==> config.mk <==
export PLATFORM = sky130hd
export DESIGN_NAME = dense_layer_flat
export DESIGN_NICKNAME = d
export VERILOG_FILES = /design/src/rtl/dense_layer_if.sv /design/src/rtl/dense_layer.sv /design/src/flat_wrapper.sv
export SDC_FILE = /design/constraint.sdc
export NUM_CORES = 2
export LEC_CHECK = 0
export CORE_ASPECT_RATIO = 1.1
export CORE_MARGIN = 2
export CORE_UTILIZATION = 45
export DETAILED_ROUTE_END_ITERATION = 12
export SKIP_LAST_GASP = 1
export SLEW_MARGIN = 20
export SYNTH_ARGS = -nofsm -noshare
export SYNTH_HDL_FRONTEND = slang
export SYNTH_SLANG_ARGS = --single-unit
==> constraint.sdc <==
create_clock -name clk -period 35.7 [get_ports clk]
set_input_delay 3.57 -clock clk [delete_from_list [all_inputs] [get_ports clk]]
set_output_delay 3.57 -clock clk [all_outputs]
set_load 0.05 [all_outputs]
==> src/rtl/dense_layer_if.sv <==
// Signal bundle for dense_layer: input stream, output stream, weight/bias port and status.
// The master side is the controller/stream source; the slave side is the layer itself.
interface dense_layer_if #(
  parameter int DATA_WIDTH = 16,
  parameter int ADDR_WIDTH = 5
);
  logic                  start;
  logic [DATA_WIDTH-1:0] data_in;
  logic                  valid_in;
  logic                  ready_in;
  logic [DATA_WIDTH-1:0] data_out;
  logic                  valid_out;
  logic                  ready_out;
  logic                  w_wr_en;
  logic [ADDR_WIDTH-1:0] w_addr;
  logic [DATA_WIDTH-1:0] w_data;
  logic                  busy;
  logic                  done;

  // Handshakes: a word moves on a rising clk edge where valid and ready are both high.
  // valid_out and data_out hold steady until that edge; ready_in never depends on valid_in.
  modport master (
    output start, data_in, valid_in, ready_out, w_wr_en, w_addr, w_data,
    input  ready_in, data_out, valid_out, busy, done
  );

  modport slave (
    input  start, data_in, valid_in, ready_out, w_wr_en, w_addr, w_data,
    output ready_in, data_out, valid_out, busy, done
  );
endinterface

==> src/rtl/dense_layer.sv <==
// Fully-connected layer: buffers IN_FEATURES Q8.8 inputs, then runs one shared MAC per
// output row (bias + dot product) and streams saturated Q8.8 results.
module dense_layer #(
  parameter int DATA_WIDTH   = 16,
  parameter int ACC_WIDTH    = 40,
  parameter int FRAC_BITS    = 8,
  parameter int IN_FEATURES  = 16,
  parameter int OUT_FEATURES = 1,
  parameter int ADDR_WIDTH   = $clog2(IN_FEATURES*OUT_FEATURES+OUT_FEATURES)
) (
  input  logic         clk,
  input  logic         rst,
  dense_layer_if.slave bus,
  output logic [2:0]   o_state
);
  localparam int NUM_W     = IN_FEATURES*OUT_FEATURES + OUT_FEATURES;
  localparam int BIAS_BASE = IN_FEATURES*OUT_FEATURES;
  localparam int IW = (IN_FEATURES > 1) ? $clog2(IN_FEATURES) : 1;
  localparam int JW = (OUT_FEATURES > 1) ? $clog2(OUT_FEATURES) : 1;
  localparam logic [IW-1:0]         I_LAST  = IW'(IN_FEATURES-1);
  localparam logic [JW-1:0]         J_LAST  = JW'(OUT_FEATURES-1);
  localparam logic [ADDR_WIDTH:0]   NUM_W_A = (ADDR_WIDTH+1)'(NUM_W);
  localparam logic signed [ACC_WIDTH-1:0] SAT_MAX = ACC_WIDTH'((2**(DATA_WIDTH-1))-1);
  localparam logic signed [ACC_WIDTH-1:0] SAT_MIN = -SAT_MAX - 1;

  typedef enum logic [2:0] {S_IDLE, S_LOAD, S_COMPUTE, S_OUTPUT, S_DONE} state_t;
  state_t r_state, w_next;

  logic signed [DATA_WIDTH-1:0] r_wmem [NUM_W];
  logic signed [DATA_WIDTH-1:0] r_buf  [IN_FEATURES];
  logic [IW-1:0]                r_i, r_k;
  logic [JW-1:0]                r_j;
  logic                         r_prime;
  logic signed [ACC_WIDTH-1:0]  r_acc;

  logic [ADDR_WIDTH-1:0]          w_widx, w_bidx;
  logic signed [DATA_WIDTH-1:0]   w_weight, w_bias, w_sat;
  logic signed [2*DATA_WIDTH-1:0] w_prod;
  logic signed [ACC_WIDTH-1:0]    w_prod_ext, w_bias_acc, w_shifted;
  logic                           w_wr_ok, w_valid_out;

  assign w_widx     = ADDR_WIDTH'(int'(r_j) * IN_FEATURES + int'(r_k));
  assign w_bidx     = ADDR_WIDTH'(BIAS_BASE + int'(r_j));
  assign w_weight   = r_wmem[w_widx];
  assign w_bias     = r_wmem[w_bidx];
  assign w_prod     = r_buf[r_k] * w_weight;
  assign w_prod_ext = {{(ACC_WIDTH-2*DATA_WIDTH){w_prod[2*DATA_WIDTH-1]}}, w_prod};
  // Bias is Q8.8; the accumulator holds Q.16 products, so align it by FRAC_BITS.
  assign w_bias_acc = {{(ACC_WIDTH-DATA_WIDTH){w_bias[DATA_WIDTH-1]}}, w_bias} << FRAC_BITS;
  assign w_shifted  = r_acc >>> FRAC_BITS;
  assign w_wr_ok    = (r_state == S_IDLE) && bus.w_wr_en && ({1'b0, bus.w_addr} < NUM_W_A);

  always_comb begin
    w_sat = w_shifted[DATA_WIDTH-1:0];
    if (w_shifted > SAT_MAX)      w_sat = {1'b0, {(DATA_WIDTH-1){1'b1}}};
    else if (w_shifted < SAT_MIN) w_sat = {1'b1, {(DATA_WIDTH-1){1'b0}}};
  end

  assign w_valid_out   = (r_state == S_OUTPUT);
  assign bus.valid_out = w_valid_out;
  assign bus.data_out  = w_valid_out ? w_sat : '0;
  assign bus.ready_in  = (r_state == S_LOAD);
  assign bus.busy      = (r_state == S_LOAD) || (r_state == S_COMPUTE) || (r_state == S_OUTPUT);
  assign bus.done      = (r_state == S_DONE);
  assign o_state       = r_state;

  always_ff @(posedge clk or posedge rst) begin
    if (rst) r_state <= S_IDLE;
    else     r_state <= w_next;
  end

  always_comb begin
    w_next = r_state;
    case (r_state)
      S_IDLE:    if (bus.start) w_next = S_LOAD;
      S_LOAD:    if (bus.valid_in && r_i == I_LAST) w_next = S_COMPUTE;
      S_COMPUTE: if (!r_prime && r_k == I_LAST) w_next = S_OUTPUT;
      S_OUTPUT:  if (bus.ready_out) w_next = (r_j == J_LAST) ? S_DONE : S_COMPUTE;
      S_DONE:    w_next = S_IDLE;
      default:   w_next = S_IDLE;
    endcase
  end

  // r_prime marks the extra cycle between rows that reloads the bias of the new row.
  always_ff @(posedge clk or posedge rst) begin
    if (rst) begin
      for (int n = 0; n < NUM_W; n++) r_wmem[n] <= '0;
      for (int n = 0; n < IN_FEATURES; n++) r_buf[n] <= '0;
      r_i     <= '0;
      r_j     <= '0;
      r_k     <= '0;
      r_prime <= 1'b0;
      r_acc   <= '0;
    end else begin
      case (r_state)
        S_IDLE: begin
          r_i     <= '0;
          r_j     <= '0;
          r_k     <= '0;
          r_prime <= 1'b0;
          if (w_wr_ok) r_wmem[bus.w_addr] <= bus.w_data;
        end
        S_LOAD: begin
          if (bus.valid_in) begin
            r_buf[r_i] <= bus.data_in;
            if (r_i == I_LAST) begin
              r_i   <= '0;
              r_k   <= '0;
              r_acc <= w_bias_acc;
            end else begin
              r_i <= r_i + 1'b1;
            end
          end
        end
        S_COMPUTE: begin
          if (r_prime) begin
            r_acc   <= w_bias_acc;
            r_prime <= 1'b0;
          end else begin
            r_acc <= r_acc + w_prod_ext;
            r_k   <= (r_k == I_LAST) ? '0 : r_k + 1'b1;
          end
        end
        S_OUTPUT: begin
          if (bus.ready_out && r_j != J_LAST) begin
            r_j     <= r_j + 1'b1;
            r_k     <= '0;
            r_prime <= 1'b1;
          end
        end
        default: ;
      endcase
    end
  end
endmodule

==> src/flat_wrapper.sv <==
// flat-port wrapper written by rule: the top's interface ports become plain ports
module dense_layer_flat 
#(
  parameter int DATA_WIDTH   = 16,
  parameter int ACC_WIDTH    = 40,
  parameter int FRAC_BITS    = 8,
  parameter int IN_FEATURES  = 16,
  parameter int OUT_FEATURES = 1,
  parameter int ADDR_WIDTH   = $clog2(IN_FEATURES*OUT_FEATURES+OUT_FEATURES)
)
  (clk, rst, o_state, bus_start, bus_data_in, bus_valid_in, bus_ready_out, bus_w_wr_en, bus_w_addr, bus_w_data, bus_ready_in, bus_data_out, bus_valid_out, bus_busy, bus_done);
  dense_layer_if #(.DATA_WIDTH(DATA_WIDTH), .ADDR_WIDTH(ADDR_WIDTH)) bus_i ();
  input  logic clk;
  input  logic rst;
  output logic [2:0] o_state;
  input wire logic [$bits(bus_i.start)-1:0] bus_start;
  input wire logic [$bits(bus_i.data_in)-1:0] bus_data_in;
  input wire logic [$bits(bus_i.valid_in)-1:0] bus_valid_in;
  input wire logic [$bits(bus_i.ready_out)-1:0] bus_ready_out;
  input wire logic [$bits(bus_i.w_wr_en)-1:0] bus_w_wr_en;
  input wire logic [$bits(bus_i.w_addr)-1:0] bus_w_addr;
  input wire logic [$bits(bus_i.w_data)-1:0] bus_w_data;
  output wire logic [$bits(bus_i.ready_in)-1:0] bus_ready_in;
  output wire logic [$bits(bus_i.data_out)-1:0] bus_data_out;
  output wire logic [$bits(bus_i.valid_out)-1:0] bus_valid_out;
  output wire logic [$bits(bus_i.busy)-1:0] bus_busy;
  output wire logic [$bits(bus_i.done)-1:0] bus_done;
  assign bus_i.start = bus_start;
  assign bus_i.data_in = bus_data_in;
  assign bus_i.valid_in = bus_valid_in;
  assign bus_i.ready_out = bus_ready_out;
  assign bus_i.w_wr_en = bus_w_wr_en;
  assign bus_i.w_addr = bus_w_addr;
  assign bus_i.w_data = bus_w_data;
  assign bus_ready_in = bus_i.ready_in;
  assign bus_data_out = bus_i.data_out;
  assign bus_valid_out = bus_i.valid_out;
  assign bus_busy = bus_i.busy;
  assign bus_done = bus_i.done;
  dense_layer #(.DATA_WIDTH(DATA_WIDTH), .ACC_WIDTH(ACC_WIDTH), .FRAC_BITS(FRAC_BITS), .IN_FEATURES(IN_FEATURES), .OUT_FEATURES(OUT_FEATURES), .ADDR_WIDTH(ADDR_WIDTH)) u_core (.clk(clk), .rst(rst), .bus(bus_i), .o_state(o_state));
endmodule
### Word level (Yosys, flattened, before mapping)

Cells that the tools add are included.

* register bits after elaboration: 581
* logic and storage cells: 141

* add/subtract/negate cells: 6
* multiply operators: 1
* order comparisons: 10
* equality and inequality tests: 14
* mux-type cells: 41
* bitwise logic cells: 5
* reductions and logical operators: 25

Operators with widths (count)
* bitwise mux 272 bit: 1
* bitwise mux 256 bit: 1
* two-way mux 16 bit: 11
* binary-select mux 16 bit (select 5 bit): 2
* two-way mux 40 bit: 3
* demux 16 bit (select 5 bit): 1
* one-hot mux 40 bit (2 select lines): 1
* binary-select mux 16 bit (select 4 bit): 1
* demux 16 bit (select 4 bit): 1
* adder 40 x 32 -> 40 bit: 1
* greater-than comparator 32 x 16 -> 1 bit, second input constant: 1
* less-than comparator 32 x 16 -> 1 bit, second input constant: 1
* multiplier 16 x 16 -> 32 bit: 1
* two-way mux 4 bit: 7
* >= comparator 6 bit, second input constant: 3
* inverter 5 -> 6 bit: 3
* one-hot mux 4 bit (4 select lines): 1
* two-way mux 3 bit: 5
* inequality test 2 bit, second input constant: 6
* one-hot mux 3 bit (4 select lines): 1
* >= comparator 5 bit, second input constant: 2
* inverter 4 -> 5 bit: 2
* AND reduction 2 bit: 5
* adder 4 x 1 -> 4 bit, second input constant: 2
* other kinds (24): 39

### Depth between registers and ports, before layout

* depth in word-level cells: 9
* gate-level depth with buffers: 32
* depth with buffers taken out: 26

### Worst setup path after synthesis

Ideal clock, no wire load.

* path type: reg2reg
* start: reg u_core.r_k[1]
* end: reg u_core.r_acc[23]
* arrival: 7.446 ns
* data required time: 35.563 ns
* slack: 28.117 ns
* stages on the path, launching flop included: 30
* path buffers: 6
* period minus slack after synthesis: 7.583 ns
* cell sequence: dfrtp_1 -> clkbuf_2 -> buf_2 -> buf_2 -> buf_2 -> buf_2 -> mux4_2 -> mux2_2 -> o21ai_1 -> nor2_1 -> fa_1 -> inv_1 -> fa_1 -> fa_1 -> inv_1 -> fa_1 -> fa_1 -> inv_1 -> fa_1 -> inv_1 -> ha_1 -> clkbuf_1 -> a211oi_1 -> nand3_1 -> a21oi_1 -> nor2b_1 -> a31o_2 -> a21o_1 -> a211oi_1 -> a21oi_1

* word-level cells in the longest chain between the ends: 9

Ends and longest elaborated chain
* from (decl): RTL line dense_layer.sv:31 `logic [IW-1:0] r_i, r_k;`
* from (signal assigned): RTL line dense_layer.sv:121 `r_k <= (r_k == I_LAST) ? '0 : r_k + 1'b1;`
* adder 5 x 4 -> 5 bit: RTL line dense_layer.sv:42 `assign w_widx = ADDR_WIDTH'(int'(r_j) * IN_FEATURES + int'(r_k));`
* inverter 5 -> 6 bit (not written as such): RTL line dense_layer.sv:44 `assign w_weight = r_wmem[w_widx];`
* binary-select mux 16 bit (select 5 bit): RTL line dense_layer.sv:44
* two-way mux 16 bit (not written as such) (2 in series): RTL line dense_layer.sv:44
* multiplier 16 x 16 -> 32 bit (*): RTL line dense_layer.sv:46 `assign w_prod = r_buf[r_k] * w_weight;`
* adder 40 x 32 -> 40 bit (*): RTL line dense_layer.sv:120 `r_acc <= r_acc + w_prod_ext;`
* two-way mux 40 bit (*): RTL line dense_layer.sv:116 `if (r_prime) begin`
* one-hot mux 40 bit (2 select lines) (*): RTL line dense_layer.sv:95 `case (r_state)`
* to (signal assigned): RTL line dense_layer.sv:109 `r_acc <= w_bias_acc;`
* to (signal assigned): RTL line dense_layer.sv:117 `r_acc <= w_bias_acc;`
* to (signal assigned): RTL line dense_layer.sv:120
* to (decl): RTL line dense_layer.sv:34 `logic signed [ACC_WIDTH-1:0] r_acc;`

Mark *: on every way between the ends. The rest lies on a longest branch, timed or not. The select of a mux whose other input is x is not followed.
A chain may end at the register's enable or synchronous reset.

### Worst setup path in the final report

* start: reg u_core.r_k[0]
* end: reg u_core.r_acc[36]

The elaborated chain is that of the path after synthesis.

==> flow_summary.toml <==
[logic_synthesis]
netlist_area_um2 = 38900
avgSynthCellArea_um2 = 12.6
yosysSeqAreaShare_pct = 37.4
synth-seq-cells = 581
synthCells = 3091
synth-edff-count = 0
synthFlopType = "dfrtp_1"
ys_warn_count = 0
netlist-cell-type-count = 71
syn-num-nets = 3584
async_flop_share_pct = 100

[power]
worst_ir_drop_vdd_mv = 0.119
combPwrFrac_pct = 62.8
power_uw = 4190
netSwitchingFraction_pct = 46.5
p_per_area_nw_per_um2 = 98.0
switching_power_uw = 1950
p_leak_uw = 0.0208
pwr-share-seq_pct = 21.0
intPower_uw = 2240
p_clk_share_pct = 16.2

[sta]
finalSetupViolCount = 0
fin_tns_setup_ns = 0
slew_headroom_pct = 20.2
period_share_pct = 27.9
whs_ns = 0.489
drv_slew = 0
rsz0062_at_grt = "no"
worst_pin_slew_ns = 1.19
fin_skew_ns = 0.0229
hold_viol_final = 0
fmax_mhz = 101
min_period_ns = 9.95

[placed_design]
place_inst = 4177
place.port_buffers = 65
dp_hpwl_um = 68800
post_dp_cell_area_um2 = 40600
gp_congestion = 0.912

[clock_tree]
path_clk_slew_ns = 0.07
cts_hold_repair.buffers = 0
clk_latency_ns = 0.65
cts_tree = "done"
cts_resized = 0
htreeDepth = 2
cts_buffer_depth = 3
postCtsSetupBuffers = 0
ctsRootBufferMaster = "clkbuf_16"
cts.sinks = 581
cts_made_buffers = 61

[setup_path]
cp_data_arrival_time_ns = 10.46
crit_required_ns = 36.21
endpoint_kind = "flip-flop"
worst-path-max-fanout = 36
path_class = "reg -> reg"
critPathLaunchType = "flip-flop"

[floorplanning]
die-area_um2 = 88800
initial_core_util_pct = 45.3
io_pins = 66
rows = 113
core_area_um2 = 86000
die_h_um = 312
die-width_um = 284

[global_route]
antenna_found_initial = 5
grt_start_max_net_pins = 128
overflow = 0
grt_pass1_vias = 26372
grt_pass1_wl_um = 157000
grt_usage_pct = 22.8

[final_layout]
syn_to_final_growth_pct = 9.88
stdcell_area_um2 = 42700
final_nets = 3584
drive_gt1_share_pct = 28.1
multiInputGateArea_um2 = 22000
instances_no_fill = 4296
seqCellArea_um2 = 14500
num-fill-cells = 7519

[flow_run]
cap_violations = 0

[drt]
wirelength_um = 99400
vias = 24050
antenna_left = 0
post_drt_wl_per_cell_um = 23.1
vias_per_cell = 5.60
drt_pass1_iterations = 7
drc = 0
drt_iter0_drc = 1642

[outcome]
status = "completed"

[hold_path]
min_path_type = "reg -> reg"
==> cell usage after synthesis, types with 26 or more instances <==
cell      count  area (µm²)
nand2b_1     34         213
nor2_1      130         488
dfrtp_1     581       14500
ha_1        120        1500
nand2_1     166         623
nor2b_1      61         382
mux4_2      152        3420
fa_1        330        6610
xnor2_1      26         228
a21oi_1      55         275
inv_1       416        1560
clkbuf_1     96         360
o21ai_0      57         285
buf_2        51         255
mux2_2      537        6050
==> final timing paths <==
kind | from | end | cells past startpoint | slack, ns
max reg2reg | u_core.r_k[0]$_DFFE_PP0P_ | u_core.r_acc[36]$_DFFE_PP0P_ | 25 | 25.75
max in group asynchronous | rst | u_core.r_acc[1]$_DFFE_PP0P_ | 5 | 30.17
min in group asynchronous | rst | u_core.r_buf[18]$_DFFE_PP0P_ | 2 | 3.52
min reg2reg | u_core.r_acc[5]$_DFFE_PP0P_ | u_core.r_acc[5]$_DFFE_PP0P_ | 2 | 0.49
min | u_core.r_acc[5]$_DFFE_PP0P_ | u_core.r_acc[5]$_DFFE_PP0P_ | 2 | 0.49
max | u_core.r_k[0]$_DFFE_PP0P_ | u_core.r_acc[36]$_DFFE_PP0P_ | 25 | 25.75
==> final cells by class <==
type | count | share of cell area, %
Timing Repair Buffer | 111 | 2.40
Tap cell | 1150 | 3.37
Clock buffer | 87 | 4.13
Inverter | 417 | 3.68
Sequential cell | 581 | 34.0
Clock inverter | 27 | 0.899
Antenna cell | 4 | 0.0234
Multi-Input combinational cell | 1919 | 51.5
==> critical path: stages, from the launching register on <==
cell and delay, ns:
dfrtp_4 0.83, buf_4 0.62, buf_4 0.70, mux4_2 0.59, mux2_2 0.29, o21ai_1 0.83, nor2_1 0.17, fa_1 0.58
inv_1 0.05, fa_1 0.50, fa_1 0.51, inv_1 0.05, fa_1 0.46, fa_1 0.54, inv_1 0.05, fa_1 0.52
inv_1 0.04, ha_1 0.40, o211ai_1 0.16, o21ai_0 0.42, a32oi_1 0.25, o221ai_1 0.43, nand3_1 0.13, o221ai_1 0.27
mux2i_1 0.23, a21oi_1 0.09
==> power by group through the flow <==
| stage | clock network (µW) | registers [µW] | logic, µW |
|---|---|---|---|
| detailed placement | 0 | 887 | 2610 |
| floorplan | 0 | 838 | 2020 |
| global route | 722 | 891 | 2940 |
| CTS | 695 | 876 | 2630 |
| finish | 680 | 877 | 2630 |
| global placement | 0 | 876 | 2560 |
==> state kept, by name (all words and copies together), names as in the netlist <==
signal          cells
u_core.r_buf      256
u_core.r_prime      1
u_core.r_j          1
u_core.r_acc       40
u_core.r_wmem     272
u_core.r_k          4
u_core.r_i          4
u_core.o_state      3
==> cell families after synthesis <==
group | synth area share (%)
xor gates and xnor gates | 0.900
adders and majority gates | 20.8
DFF | 37.4
buffers and inverters | 6.20
muxes | 24.6
and+or+nand+nor | 6.36
AOI/OAI and AO/OA | 3.69
==> layout by cell type (no fill, tap or decap), drive strengths merged, types with 18 or more instances in the layout <==
cell type | synthesis | final
a21oi | 55 | 55
and2 | 24 | 24
buf | 77 | 46
clkbuf | 97 | 87
clkdlybuf4s50 | 0 | 65
dfrtp | 581 | 581
fa | 330 | 330
ha | 120 | 120
inv | 417 | 420
mux2 | 537 | 537
mux4 | 152 | 152
nand2 | 166 | 166
nand2b | 34 | 34
nor2 | 130 | 130
nor2b | 61 | 61
nor3 | 18 | 18
o21ai | 62 | 62
xnor2 | 26 | 26
==> routing by layer <==
metal  wire length (µm)  track usage, %  vias to the layer above
met4               2900            6.76                        8
met2              48200            37.9                      667
met3               5320            3.72                      195
met5                 46               0                        -
li1                   -               -                    10389
met1              42900            31.0                    12791
==> metrics by stage <==
| stage | setup slack, ns | util [%] |
|---|---|---|
| after global placement | 25.76 | 47.2 |
| after CTS | 25.68 | 49.7 |
| final | 25.75 | 49.7 |
| after floorplan | 15.87 | - |
| after detailed placement | 25.72 | 47.2 |
| after global routing | 25.14 | 49.7 |
(Power assumes the default switching activity.)
